### src/rtl/npu_result_reader_pkg.sv
// Shared constants for the NPU result reader: FSM state codes, FIFO read
// latency and the default low-byte timeout.
package npu_result_reader_pkg;

    typedef logic [2:0] rd_state_t;

    localparam rd_state_t ST_IDLE    = 3'd0;
    localparam rd_state_t ST_RD_HI   = 3'd1;
    localparam rd_state_t ST_CAP_HI  = 3'd2;
    localparam rd_state_t ST_RD_LO   = 3'd3;
    localparam rd_state_t ST_CAP_LO  = 3'd4;
    localparam rd_state_t ST_PRESENT = 3'd5;
    localparam rd_state_t ST_FIN     = 3'd6;

    // FIFO data_out is valid this many cycles after rd_en; the CAP_* states assume 1.
    localparam int RD_LATENCY = 1;

    localparam int DEFAULT_TIMEOUT_CYCLES = 16;

endpackage

### src/rtl/npu_rd_timer.sv
// Clearable saturating cycle counter; expired_o flags the increment that
// brings the count to LIMIT.
module npu_rd_timer #(
    parameter int LIMIT = 16,
    parameter int W     = $clog2(LIMIT + 1)
) (
    input  logic CLKEXT,
    input  logic RST_GLO,
    input  logic clr_i,
    input  logic inc_i,
    output logic expired_o
);

    logic [W-1:0] count_q;
    logic [W-1:0] count_d;

    always_comb begin
        count_d = count_q;
        if (clr_i) begin
            count_d = '0;
        end else if (inc_i && (count_q != W'(LIMIT))) begin
            count_d = count_q + W'(1);
        end
    end

    always_ff @(posedge CLKEXT or posedge RST_GLO) begin
        if (RST_GLO) begin
            count_q <= '0;
        end else begin
            count_q <= count_d;
        end
    end

    assign expired_o = inc_i && !clr_i && (count_q == W'(LIMIT - 1));

endmodule

### src/rtl/npu_result_reader.sv
// Pops high-then-low bytes from the NPU output FIFO and presents 16-bit
// results on a valid/ready port, with word counting, last flag and timeout.
module npu_result_reader
    import npu_result_reader_pkg::*;
#(
    parameter int DATA_WIDTH     = 8,
    parameter int CNT_WIDTH      = 8,
    parameter int TIMEOUT_CYCLES = DEFAULT_TIMEOUT_CYCLES
) (
    input  logic                    CLKEXT,
    input  logic                    RST_GLO,
    input  logic                    EN_RD,
    input  logic                    ABORT,
    input  logic [CNT_WIDTH-1:0]    WORD_COUNT,
    input  logic                    CLR_ERR,
    input  logic                    FIFO_EMPTY,
    input  logic [DATA_WIDTH-1:0]   FIFO_DATA,
    output logic                    FIFO_RD_EN,
    output logic [2*DATA_WIDTH-1:0] RES_DATA,
    output logic                    RES_VALID,
    input  logic                    RES_READY,
    output logic                    RES_LAST,
    output logic [CNT_WIDTH-1:0]    WORDS_READ,
    output logic                    BUSY_RD,
    output logic                    DONE_RD,
    output logic                    ERR_TIMEOUT,
    output logic [2:0]              DBG_STATE
);

    // Result port: a result transfers on a cycle where RES_VALID and RES_READY
    // are both high; while RES_VALID waits for RES_READY, RES_DATA/RES_LAST hold.

    rd_state_t               state_q, state_d;
    logic [CNT_WIDTH-1:0]    word_cnt_q, word_cnt_d;
    logic [CNT_WIDTH-1:0]    words_read_q, words_read_d;
    logic [DATA_WIDTH-1:0]   hi_q, hi_d;
    logic [2*DATA_WIDTH-1:0] res_data_q, res_data_d;
    logic                    err_q, err_d;

    logic drain_mode;
    logic last_word;
    logic tmr_clr;
    logic tmr_inc;
    logic tmr_expired;

    assign drain_mode = (word_cnt_q == '0);
    assign last_word  = !drain_mode && (words_read_q == word_cnt_q - CNT_WIDTH'(1));
    assign tmr_clr    = (state_q == ST_CAP_HI);
    assign tmr_inc    = (state_q == ST_RD_LO) && FIFO_EMPTY && !ABORT;

    npu_rd_timer #(
        .LIMIT (TIMEOUT_CYCLES)
    ) u_timer (
        .CLKEXT    (CLKEXT),
        .RST_GLO   (RST_GLO),
        .clr_i     (tmr_clr),
        .inc_i     (tmr_inc),
        .expired_o (tmr_expired)
    );

    always_ff @(posedge CLKEXT or posedge RST_GLO) begin
        if (RST_GLO) begin
            state_q <= ST_IDLE;
        end else begin
            state_q <= state_d;
        end
    end

    always_comb begin
        state_d = state_q;
        if (ABORT) begin
            state_d = ST_IDLE;
        end else begin
            case (state_q)
                ST_IDLE:    if (EN_RD) state_d = ST_RD_HI;
                ST_RD_HI: begin
                    if (!FIFO_EMPTY)     state_d = ST_CAP_HI;
                    else if (drain_mode) state_d = ST_FIN;
                end
                ST_CAP_HI:  state_d = ST_RD_LO;
                ST_RD_LO: begin
                    if (!FIFO_EMPTY)      state_d = ST_CAP_LO;
                    else if (tmr_expired) state_d = ST_FIN;
                end
                ST_CAP_LO:  state_d = ST_PRESENT;
                ST_PRESENT: if (RES_READY) state_d = last_word ? ST_FIN : ST_RD_HI;
                ST_FIN:     state_d = ST_IDLE;
                default:    state_d = ST_IDLE;
            endcase
        end
    end

    always_comb begin
        FIFO_RD_EN = 1'b0;
        RES_VALID  = 1'b0;
        RES_LAST   = 1'b0;
        BUSY_RD    = (state_q != ST_IDLE);
        DONE_RD    = (state_q == ST_FIN);
        case (state_q)
            ST_RD_HI, ST_RD_LO: FIFO_RD_EN = !FIFO_EMPTY && !ABORT;
            ST_PRESENT: begin
                RES_VALID = 1'b1;
                RES_LAST  = last_word;
            end
            default: ;
        endcase
    end

    // Abort freezes the datapath; only the error flag's clear path stays live.
    always_comb begin
        word_cnt_d   = word_cnt_q;
        words_read_d = words_read_q;
        hi_d         = hi_q;
        res_data_d   = res_data_q;
        err_d        = err_q;
        if (tmr_expired) begin
            err_d = 1'b1;
        end else if (CLR_ERR) begin
            err_d = 1'b0;
        end
        if (!ABORT) begin
            case (state_q)
                ST_IDLE: begin
                    if (EN_RD) begin
                        word_cnt_d   = WORD_COUNT;
                        words_read_d = '0;
                    end
                end
                ST_CAP_HI:  hi_d = FIFO_DATA;
                ST_RD_LO:   if (tmr_expired) hi_d = '0;
                ST_CAP_LO:  res_data_d = {hi_q, FIFO_DATA};
                ST_PRESENT: begin
                    if (RES_READY && (words_read_q != '1)) begin
                        words_read_d = words_read_q + CNT_WIDTH'(1);
                    end
                end
                default: ;
            endcase
        end
    end

    always_ff @(posedge CLKEXT or posedge RST_GLO) begin
        if (RST_GLO) begin
            word_cnt_q   <= '0;
            words_read_q <= '0;
            hi_q         <= '0;
            res_data_q   <= '0;
            err_q        <= 1'b0;
        end else begin
            word_cnt_q   <= word_cnt_d;
            words_read_q <= words_read_d;
            hi_q         <= hi_d;
            res_data_q   <= res_data_d;
            err_q        <= err_d;
        end
    end

    assign RES_DATA    = res_data_q;
    assign WORDS_READ  = words_read_q;
    assign ERR_TIMEOUT = err_q;
    assign DBG_STATE   = state_q;

endmodule

### config.mk
export PLATFORM = sky130hd
export DESIGN_NAME = npu_result_reader
export DESIGN_NICKNAME = d
export VERILOG_FILES = /design/src/rtl/npu_result_reader_pkg.sv /design/src/rtl/npu_rd_timer.sv /design/src/rtl/npu_result_reader.sv
export SDC_FILE = /design/constraint.sdc
export NUM_CORES = 1
export LEC_CHECK = 0
export CORE_MARGIN = 3
export CORE_UTILIZATION = 50
export CTS_BUF_LIST = sky130_fd_sc_hd__clkbuf_8
export CTS_CLUSTER_DIAMETER = 120
export DETAILED_ROUTE_END_ITERATION = 12
export DONT_BUFFER_PORTS = 1
export PLACE_DENSITY = 0.73
export SYNTH_ARGS = -nofsm -noshare
export SYNTH_HDL_FRONTEND = slang
export SYNTH_SLANG_ARGS = --single-unit
### constraint.sdc
create_clock -name CLKEXT -period 5 [get_ports CLKEXT]
set_input_delay 1 -clock CLKEXT [delete_from_list [all_inputs] [get_ports CLKEXT]]
set_output_delay 1 -clock CLKEXT [all_outputs]
set_load 0.01 [all_outputs]
==> metrics.txt <==
area added between synthesis and finish 4.48%; final count of negative-setup-slack endpoints 0; count of final hold-check violations 0; synthesized area divided by synthesized cell count 9.75 sq um; count of TritonRoute iterations in the first routing pass 4; number of max-cap violations 0; Netlist Area Pre-Place 2620 sq um; post-CTS clock slew at the launch and capture registers of the worst setup and hold paths 0.09 ns; TritonCTS clock tree yes; Yosys cell types 47; final critical-path share of the clock period between 60% and 70%; maximum root-to-sink buffer count 2; fraction of the yosys area taken by sequential cells between 40 and 50%; tightest slew margin relative to the limit between 30% and 40%; Avg Vias per Cell 5.75; Hold Path Class reg -> reg; kind of launch point of the worst setup path flop; Achievable Freq 0.312 GHz; Num Clock Sinks 49; R2R setup slack 2.82 ns; Post-Route Setup TNS 0 ns; footprint of the flip-flops and latches about 1200 sq um; CP Class reg -> out; Post-Synthesis Net Count 298; pwr/cell area 522 nW/um^2; detailed-route via count a little under 2000; global router's overall resource usage 18.3%; critical path endpoint category output pin; Worst Path Max Fanout 3; Clock H-tree levels 2; total I/O pin count 56; I/O Buffers 0; number of global-route vias before repair approximately 1900; leakage power 0.00121 uW; starting utilization of the core area 53.7%; worst supply voltage drop on vdd 0.296 mV; Slew @ Worst Pin 0.981 ns; Required @ worst endpoint 4.00 ns; number of synthesized register bits 49; Post-route DRC 0; multi-input logic area 1260 sq um; Inst Count DP 326; pin count of the biggest net entering global routing 50; post-CTS setup buffer count 0; filler cell count in the final layout 437; area of the die 6150 sq um; Hold Buf Count CTS 0; number of cells in the finished layout apart from fillers 334; area of the placeable core 4880 sq um; Die Wd around 78 um; Num CTS Buffers 5; unrepaired setup endpoints after global routing no; HPWL Detailed roughly 3800 um; endpoint arrival time on the critical path between 2 and 2.5 ns; final worst clock skew between 0.006 and 0.007 ns; residual overflow from global routing 0; ant diodes 0; drt wl/cell between 15 and 20 um; overall routed net length 5200 um; drt initial violations 170; final critical delay including setup and external delays 3.20 ns; final standard cell area without fillers between 2000 and 3000 sq um; Routed Antenna Nets 0; clk_lat worst skew 0.30 ns; Chip Height roughly 80 um; Row Count 25; count of synthesis-stage warnings from yosys 0; post-cts gate resize count 0; Cells after Synth 269; global-route wire length before repair 9080 um; net count reported at finish 295; final RePlAce weighted congestion roughly 0.85; fraction of layout instances using a drive strength above 1 12.4%; Max Transition Viols Final 0; standard cell area after detailed placement 2650 sq um; initial antenna violation count 0; result of the run completed; clock root cell clkbuf_8
placed cells by master, fill, tap and decap left out, drive strengths merged, types with 2 or more instances in the layout:
cell / count
nor3: 5
or3: 4
clkinvlp: 3
nor2b: 3
xor2: 7
nand4: 6
ha: 6
o22ai: 2
xnor2: 5
dfrtp: 49
nand2b: 3
o31ai: 6
nand2: 34
mux2: 16
inv: 22
or2: 2
o21ai: 20
nor4b: 2
nor2: 10
or4: 2
o211ai: 2
nor3b: 4
clkbuf: 5
nand3: 15
nand3b: 4
and3: 4
a21oi: 10
power by group:
| part | internal [uW] | switching (uW) |
|---|---|---|
| Clock | 98.3 | 134 |
| Combinational | 218 | 255 |
| Sequential | 538 | 186 |
| Total | 854 | 575 |
path summary, 6_finish.rpt:
kind,startpoint,end,cells past startpoint
setup / recovery,word_cnt_q[0],RES_LAST,7
hold / removal,hi_q[1],RES_DATA[9],1
setup reg to reg,DBG_STATE[0],RES_DATA[7],3
hold reg to reg,hi_q[1],RES_DATA[9],1
max in group asynchronous,RST_GLO,u_timer.count_q[2],1
min in group asynchronous,RST_GLO,RES_DATA[7],1
synth_stat cells (all sizes together):
cell type  number  share of area, %
dfrtp          49                47
nand2          34               4.9
inv            22               3.1
o21ai          20               3.8
mux2           16               6.9
nand3          15               3.1
a21oi          10               2.1
nor2           10               1.4
xor2            7               2.3
buf             6               1.6
ha              6               2.9
nand4           6               1.4
o31ai           6               1.7
nor3            5              0.95
xnor2           5               1.7
and3            4              0.95
clkbuf          4              0.57
nand3b          4               2.1
nor3b           4               1.1
or3             4              0.95
nand2b          3              0.72
nor2b           3              0.72
nor4b           2              0.67
o211ai          2              0.57
o22ai           2              0.48
or2             2              0.48
or4             2              0.57
a221o           1              0.38
a221oi          1              0.33
a311oi          1              0.57
a31oi           1              0.24
and2            1              0.24
and2b           1              0.29
and3b           1              0.33
and4            1              0.33
mux2i           1              0.38
nand4b          1              0.33
o2111ai         1              0.33
o211a           1              0.38
o21a            1              0.33
o311ai          1              0.33
o31a            1              0.33
o32ai           1              0.33
logic make-up (layout without fill, tap and decap cells):
family	count (synthesis)	count (layout)	synth area share, %
buffers and inverters	32	30	5.34
multiplexers	17	17	7.25
adder cells (fa/ha/maj)	6	6	2.86
AO/OA/AOI/OAI	50	50	12.2
XOR/XNOR	12	12	4.01
flip-flops	49	49	46.8
AND/OR/NAND/NOR	103	103	21.6
layer usage:
layer  up-vias  part of all wire [%]  global-route usage (%)
met1       928                    44                    24.1
li1        935                     -                       -
met2        53                    48                    30.8
met5         -                     0                       0
met4         0                  0.77                    3.67
met3         5                   6.5                    4.70
worst max-delay path, cell delays in order (launching register included):
cell and delay, ns:
dfrtp_1 0.41, inv_1 0.10, ha_1 0.20, nor3b_1 0.30, xor2_1 0.11, a221oi_1 0.36
o2111ai_1 0.20, nor2_1 0.22
per-stage QoR:
stage	total power, uW	hold WS, ns	utilization [%]	setup WS (ns)
6_report	1430	0.513	56.2	1.80
5_1_grt	1560	0.544	56.2	1.51
4_1_cts	1440	0.516	56.2	1.78
3_5_place_dp	1210	0.493	54.3	2.13
3_3_place_gp	1180	0.486	54.3	2.21
2_1_floorplan	1100	0.479	-	2.34
sequential cells by signal (all words and copies together), names as in the netlist:
register	flops
WORDS_READ	8
hi_q	8
u_timer.count_q	5
RES_DATA	16
word_cnt_q	8
DBG_STATE	3
ERR_TIMEOUT	1
cell type report:
cell class,instances,share of cell area [%]
clock buffers,5,2.51
clock inverters,3,0.822
inverters,22,3.01
multi-input cells,188,45.8
flip-flops and latches,49,44.7
well taps,67,3.06
No activity file was read; power rests on OpenSTA's default activity.
